`src/rtl/mem_block_copier.sv`:
```
// Word-by-word memory block copier: alternating READ/WRITE cycles per word, one-cycle Done pulse.
// Define MEM_BLOCK_COPIER_CHECKSUM_EN to accumulate a running sum of copied words on Checksum.
//
// state | meaning
// IDLE  | waiting for Start; Address/WriteData hold last driven values
// READ  | MemRead=1, Address=src pointer, ReadData captured into buffer
// WRITE | MemWrite=1, Address=dst pointer, WriteData=buffer; pointers advance
// DONE  | Done=1 for one cycle, then back to IDLE
module mem_block_copier #(
    parameter int ADDR_W = 9
) (
    input  logic              Clk,
    input  logic              Rst,
    input  logic              Start,
    input  logic [ADDR_W-1:0] SrcAddr,
    input  logic [ADDR_W-1:0] DstAddr,
    input  logic [ADDR_W:0]   Count,
    output logic              Busy,
    output logic              Done,
    output logic              MemRead,
    output logic              MemWrite,
    output logic [31:0]       Address,
    output logic [31:0]       WriteData,
    input  logic [31:0]       ReadData,
    output logic [31:0]       Checksum
);

    typedef enum logic [1:0] {IDLE, READ, WRITE, DONE} state_t;

    state_t            state, state_nxt;
    logic [ADDR_W-1:0] src_ptr, dst_ptr;
    logic [ADDR_W-1:0] addr_hold, addr_cur;
    logic [ADDR_W:0]   remaining;
    logic [31:0]       buffer;

    always_ff @(posedge Clk or posedge Rst) begin
        if (Rst) state <= IDLE;
        else     state <= state_nxt;
    end

    always_comb begin
        state_nxt = state;
        MemRead   = 1'b0;
        MemWrite  = 1'b0;
        Busy      = 1'b0;
        Done      = 1'b0;
        addr_cur  = addr_hold;
        case (state)
            IDLE: begin
                if (Start) state_nxt = (Count != '0) ? READ : DONE;
            end
            READ: begin
                MemRead   = 1'b1;
                Busy      = 1'b1;
                addr_cur  = src_ptr;
                state_nxt = WRITE;
            end
            WRITE: begin
                MemWrite  = 1'b1;
                Busy      = 1'b1;
                addr_cur  = dst_ptr;
                state_nxt = (remaining > (ADDR_W+1)'(1)) ? READ : DONE;
            end
            DONE: begin
                Done      = 1'b1;
                state_nxt = IDLE;
            end
            default: state_nxt = IDLE;
        endcase
    end

    assign Address   = {{(32-ADDR_W){1'b0}}, addr_cur};
    // buffer only changes in READ, so it doubles as the held WriteData value
    assign WriteData = buffer;

    always_ff @(posedge Clk or posedge Rst) begin
        if (Rst) begin
            src_ptr   <= '0;
            dst_ptr   <= '0;
            remaining <= '0;
            buffer    <= '0;
            addr_hold <= '0;
        end else begin
            case (state)
                IDLE: begin
                    if (Start) begin
                        src_ptr   <= SrcAddr;
                        dst_ptr   <= DstAddr;
                        remaining <= Count;
                    end
                end
                READ: begin
                    buffer    <= ReadData;
                    addr_hold <= src_ptr;
                end
                WRITE: begin
                    src_ptr   <= src_ptr + ADDR_W'(1);
                    dst_ptr   <= dst_ptr + ADDR_W'(1);
                    remaining <= remaining - (ADDR_W+1)'(1);
                    addr_hold <= dst_ptr;
                end
                default: ;
            endcase
        end
    end

`ifdef MEM_BLOCK_COPIER_CHECKSUM_EN
    logic [31:0] checksum_q;

    always_ff @(posedge Clk or posedge Rst) begin
        if (Rst)                      checksum_q <= '0;
        else if (state == IDLE && Start) checksum_q <= '0;
        else if (state == WRITE)      checksum_q <= checksum_q + buffer;
    end

    assign Checksum = checksum_q;
`else
    assign Checksum = '0;
`endif

endmodule
```
`config.mk`:
```
export PLATFORM = sky130hd
export DESIGN_NAME = mem_block_copier
export DESIGN_NICKNAME = d
export VERILOG_FILES = /design/src/rtl/mem_block_copier.sv
export SDC_FILE = /design/constraint.sdc
export NUM_CORES = 1
export LEC_CHECK = 0
export ABC_AREA = 1
export CORE_MARGIN = 2
export CORE_UTILIZATION = 60
export DETAILED_ROUTE_END_ITERATION = 16
export DONT_BUFFER_PORTS = 1
export PLACE_DENSITY = 0.78
export SETUP_SLACK_MARGIN = 0.5
export SYNTH_ARGS = -nofsm -noshare
export SYNTH_HDL_FRONTEND = slang
export SYNTH_SLANG_ARGS = --single-unit
```
`constraint.sdc`:
```
create_clock -name Clk -period 3.7 [get_ports Clk]
set_input_delay 0.185 -clock Clk [delete_from_list [all_inputs] [get_ports Clk]]
set_output_delay 0.185 -clock Clk [all_outputs]
set_load 0.01 [all_outputs]
```
# After elaboration in Yosys (flattened, before gate mapping)
# Cells that the tools add are included.
# word_totals
regBits,71
output_inout_bits,100
wordCells,34
# classes
n_addsub,3
order_cmp,1
n_eq_ne,4
muxes,15
n_reduce_logical,5
# ops
operator,count
case mux 9 bit (2 select lines),3
case mux 10 bit (2 select lines),1
"adder 9 x 1 -> 9 bit, second input constant",2
two-way mux 9 bit,2
"> comparator 10 x 1 -> 1 bit, second input constant",1
two-way mux 10 bit,1
nonzero test 10 bit,1
"subtractor 10 x 1 -> 10 bit, second input constant",1
case mux 2 bit (4 select lines),1
two-way mux 2 bit,3
"equality test 2 bit, second input constant",2
two-way mux 1 bit,4
"equality test 2 x 1 -> 1 bit, second input constant",1
logical NOT 2 bit,1
"inequality test 2 bit, second input constant",1
AND reduction 2 bit,1
nonzero test 2 bit,1
OR reduction 2 bit,1

# Depth between registers and ports, before layout
# depth
ltp_word,4
ltp_mapped,10

# Worst setup path before layout
# Ideal clock, no wire load.
# synth_path
path_type,register -> output
start,register state[1]
end,output Address[3]
arrival_ns,1.532
required_ns,3.515
slack_ns,1.983
path_stages_with_launch,7
n_path_buf,2
cell_sequence,dfrtp_1 inv_1 ha_1 buf_2 buf_1 nor2_1 a31oi_1
# synth_via
elab_chain_len,2
elab_cells_between_ends,3
cone_classes,2 x eq/ne; 1 x mux
# synth_lines
item,line_no,source
"start, declared",30,"state_t state, state_nxt;"
"start signal, assigned",38,else state <= state_nxt;
equality test 2 bit or equality test 2 x 1 -> 1 bit (tied branches),48,case (state)
case mux 9 bit (2 select lines) (*),48,
"end, declared",22,"output logic [31:0] Address,"
# Every way passes the cells marked *; elsewhere a longest branch is shown, timed or not.

# Worst setup path in the final report
# layout_path
start,register state[0]
end,output Address[8]
# Same word-level chain as after synthesis.

==> metrics.txt <==
Port Buffers 0; Metal-1 WL roughly 3.8 mm; Initial Util 0.611; final net count 645; f_max 0.425 GHz; die width about 86 um; Congestion Overflow GR 0; routed via count 3454; pwr dens slightly above 900 mW/mm^2; detailed-route wire length 9.45 mm; crit-path max FO 40; root buffer cell clkbuf_8; Seq/Total Area, Yosys 0.435; Hold Fails Final Rpt 0; Detailed Route Iter0 Violations 258; register area 0.00178 mm^2; Avg Cell Area, Syn roughly 7.4 um^2; Worst-path clk slew 70 ps; WL per Instance 14.3 um; worst-path cell chain inv_1 > ha_1 > buf_4 > nand2_1 > a31oi_1; Crit Path Class reg -> out; Layout area overhead 8.00%; CP required between 3000 and 4000 ps; multi-input gate area in the final layout approximately 0.0018 mm^2; final setup fails 0; leading area contributor after synthesis dfrtp_1; HP Class in -> reg; first drt pass iteration count 5; CTS tree built; first-pass GRT wire length 14.8 mm; Via density ~5.2; Gates resized, CTS repair 0; latest clock arrival within the worst-skew pair ~350 ps; startpoint class of the critical path flip-flop; ratio of cells with drive above 1 in the final layout 0.0466; Crit path buffers/inverters 2; worst slew pin tran 1030 ps; number of synthesized flops with an enable pin 0; ys flop type dfrtp_1; Post-DRT Antenna Nets 0; skew final ~6.9 ps; met3 routed WL between 700 and 800 um; RSZ-0062 raised after global routing no; setup_tns 0 ps; crit share post-route 0.636; top sig layer met4; Synth area leaders dfrtp_1 44%, nand2_1 19%, buf_4 10%; Slew headroom 0.311; arrival time worst endpoint about 2200 ps; chip height approximately 86 um; number of diodes 0; I/O pin count between 150 and 200; Setup crit end kind output pin; Final min period 2350 ps; Max Cap Viol 0; utilization after layout 0.660; fin. max-slew vios 0; worst ir drop on vdd around 640 uV; top-count cell post-synth nand2_1; asr flop ratio synth 1.00; cell count after synthesis around 550; Top delay family on crit path buffers and inverters; Yosys cell types 26; HPWL after detailed placement 6.25 mm; DRC 0; Die Area 0.00748 mm^2; Slowest-stage cell, CP buf_4; largest net degree at the start of global routing 52; initial antenna violation count 0; Seq cells post-synth 71; core box area about 0.0067 mm^2; static leakage 0.00231 uW; H-tree levels 3; met2 routed WL about 4.7 mm; Syn Std Cell Area between 0.004 and 0.005 mm^2; synth cell count leaders 202 x nand2_1, 71 x dfrtp_1, 57 x buf_4; # fillers around 570; Synth top area share 0.435; CTS Buffer Depth 2; vias in the first global route a little over 3000; Total Routing Usage GR 0.252; Placement Rows 30; number of CTS-inserted buffers 9; Clock Sink Count about 70; GP Congestion 0.882; CP peak stage delay 440 ps; run status finished clean; Yosys warnings 0
placed cells by master (no fill, tap or decap):
master | netlist | layout
a21oi_1 | 15 | 15
a22oi_1 | 1 | 1
a31oi_1 | 11 | 11
buf_4 | 57 | 3
bufinv_16 | 0 | 1
clkbuf_1 | 7 | 1
clkbuf_8 | 0 | 10
clkinv_2 | 0 | 2
clkinv_4 | 0 | 2
conb_1 | 1 | 55
dfrtp_1 | 71 | 71
dlygate4sd3_1 | 0 | 35
ha_1 | 8 | 8
inv_1 | 38 | 37
inv_2 | 2 | 3
nand2_1 | 202 | 202
nand3_1 | 25 | 25
nand4_1 | 4 | 4
nor2_1 | 46 | 46
nor3_1 | 4 | 4
o211ai_1 | 2 | 2
o21ai_0 | 24 | 24
o21ai_1 | 7 | 7
o21ai_2 | 1 | 1
o21ai_4 | 1 | 1
o21bai_1 | 3 | 3
o22ai_1 | 1 | 1
or2_2 | 4 | 4
final timing paths:
check | from | to | slack (ps) | depth (start not counted)
max | state[0] | Address[8] | 1350 | 5
max in group asynchronous | Rst | src_ptr[2] | 2280 | 3
min reg2reg | remaining[9] | remaining[9] | 510 | 2
max reg2reg | state[0] | dst_ptr[3] | 1480 | 8
min | Count[1] | remaining[1] | 20 | 2
min in group asynchronous | Rst | WriteData[18] | 540 | 2
per-layer routing:
metal | global-route usage | vias to the layer above
met4 | 0.0923 | 0
met2 | 0.403 | 153
met5 | 0 | -
li1 | - | 1662
met1 | 0.328 | 1617
met3 | 0.0705 | 22
cells by family (layout without fill, tap and decap cells):
group                      Yosys count  after routing  synth area share
and+or+nand+nor                    285            285             0.276
buffers and inverters              118             94             0.171
DFF                                 71             71             0.435
AOI/OAI and AO/OA                   66             66            0.0920
adders and majority gates            8              8            0.0245
other                                1             55          0.000919
power breakdown:
group / internal (uW) / switching, uW
registers: 1190 / 413
clock network: 330 / 296
logic: 584 / 1300
per-stage QoR:
step	cells	area (um^2)	setup slack, ps	power (uW)	hold slack [ps]
detailed placement	608	3860	1510	3430	306
floorplan	603	4280	1720	3140	298
global placement	608	3860	1580	3340	304
finish	659	4410	1350	4110	19.9
global route	659	4410	1250	4470	40.0
CTS	659	4410	1340	4100	8.43
area by class of cell:
class	count	share of cell area
Clock buffer	11	0.0321
Timing Repair Buffer	38	0.0846
Inverter	40	0.0341
Sequential cell	71	0.403
Tap cell	80	0.0227
Clock inverter	5	0.0131
Multi-Input combinational cell	414	0.410
repair_timing:
| action | CTS | global route |
|---|---|---|
| setup endpoints to repair | 0 | 0 |
| hold buffers | 35 | 0 |
| buffers inserted | 0 | 0 |
| hold endpoints to repair | 84 | 0 |
registers in the layout (all words and copies together), names as in the netlist:
register / cells
remaining: 10
state: 2
src_ptr: 9
WriteData: 32
dst_ptr: 9
addr_hold: 9
(Power assumes the default switching activity.)
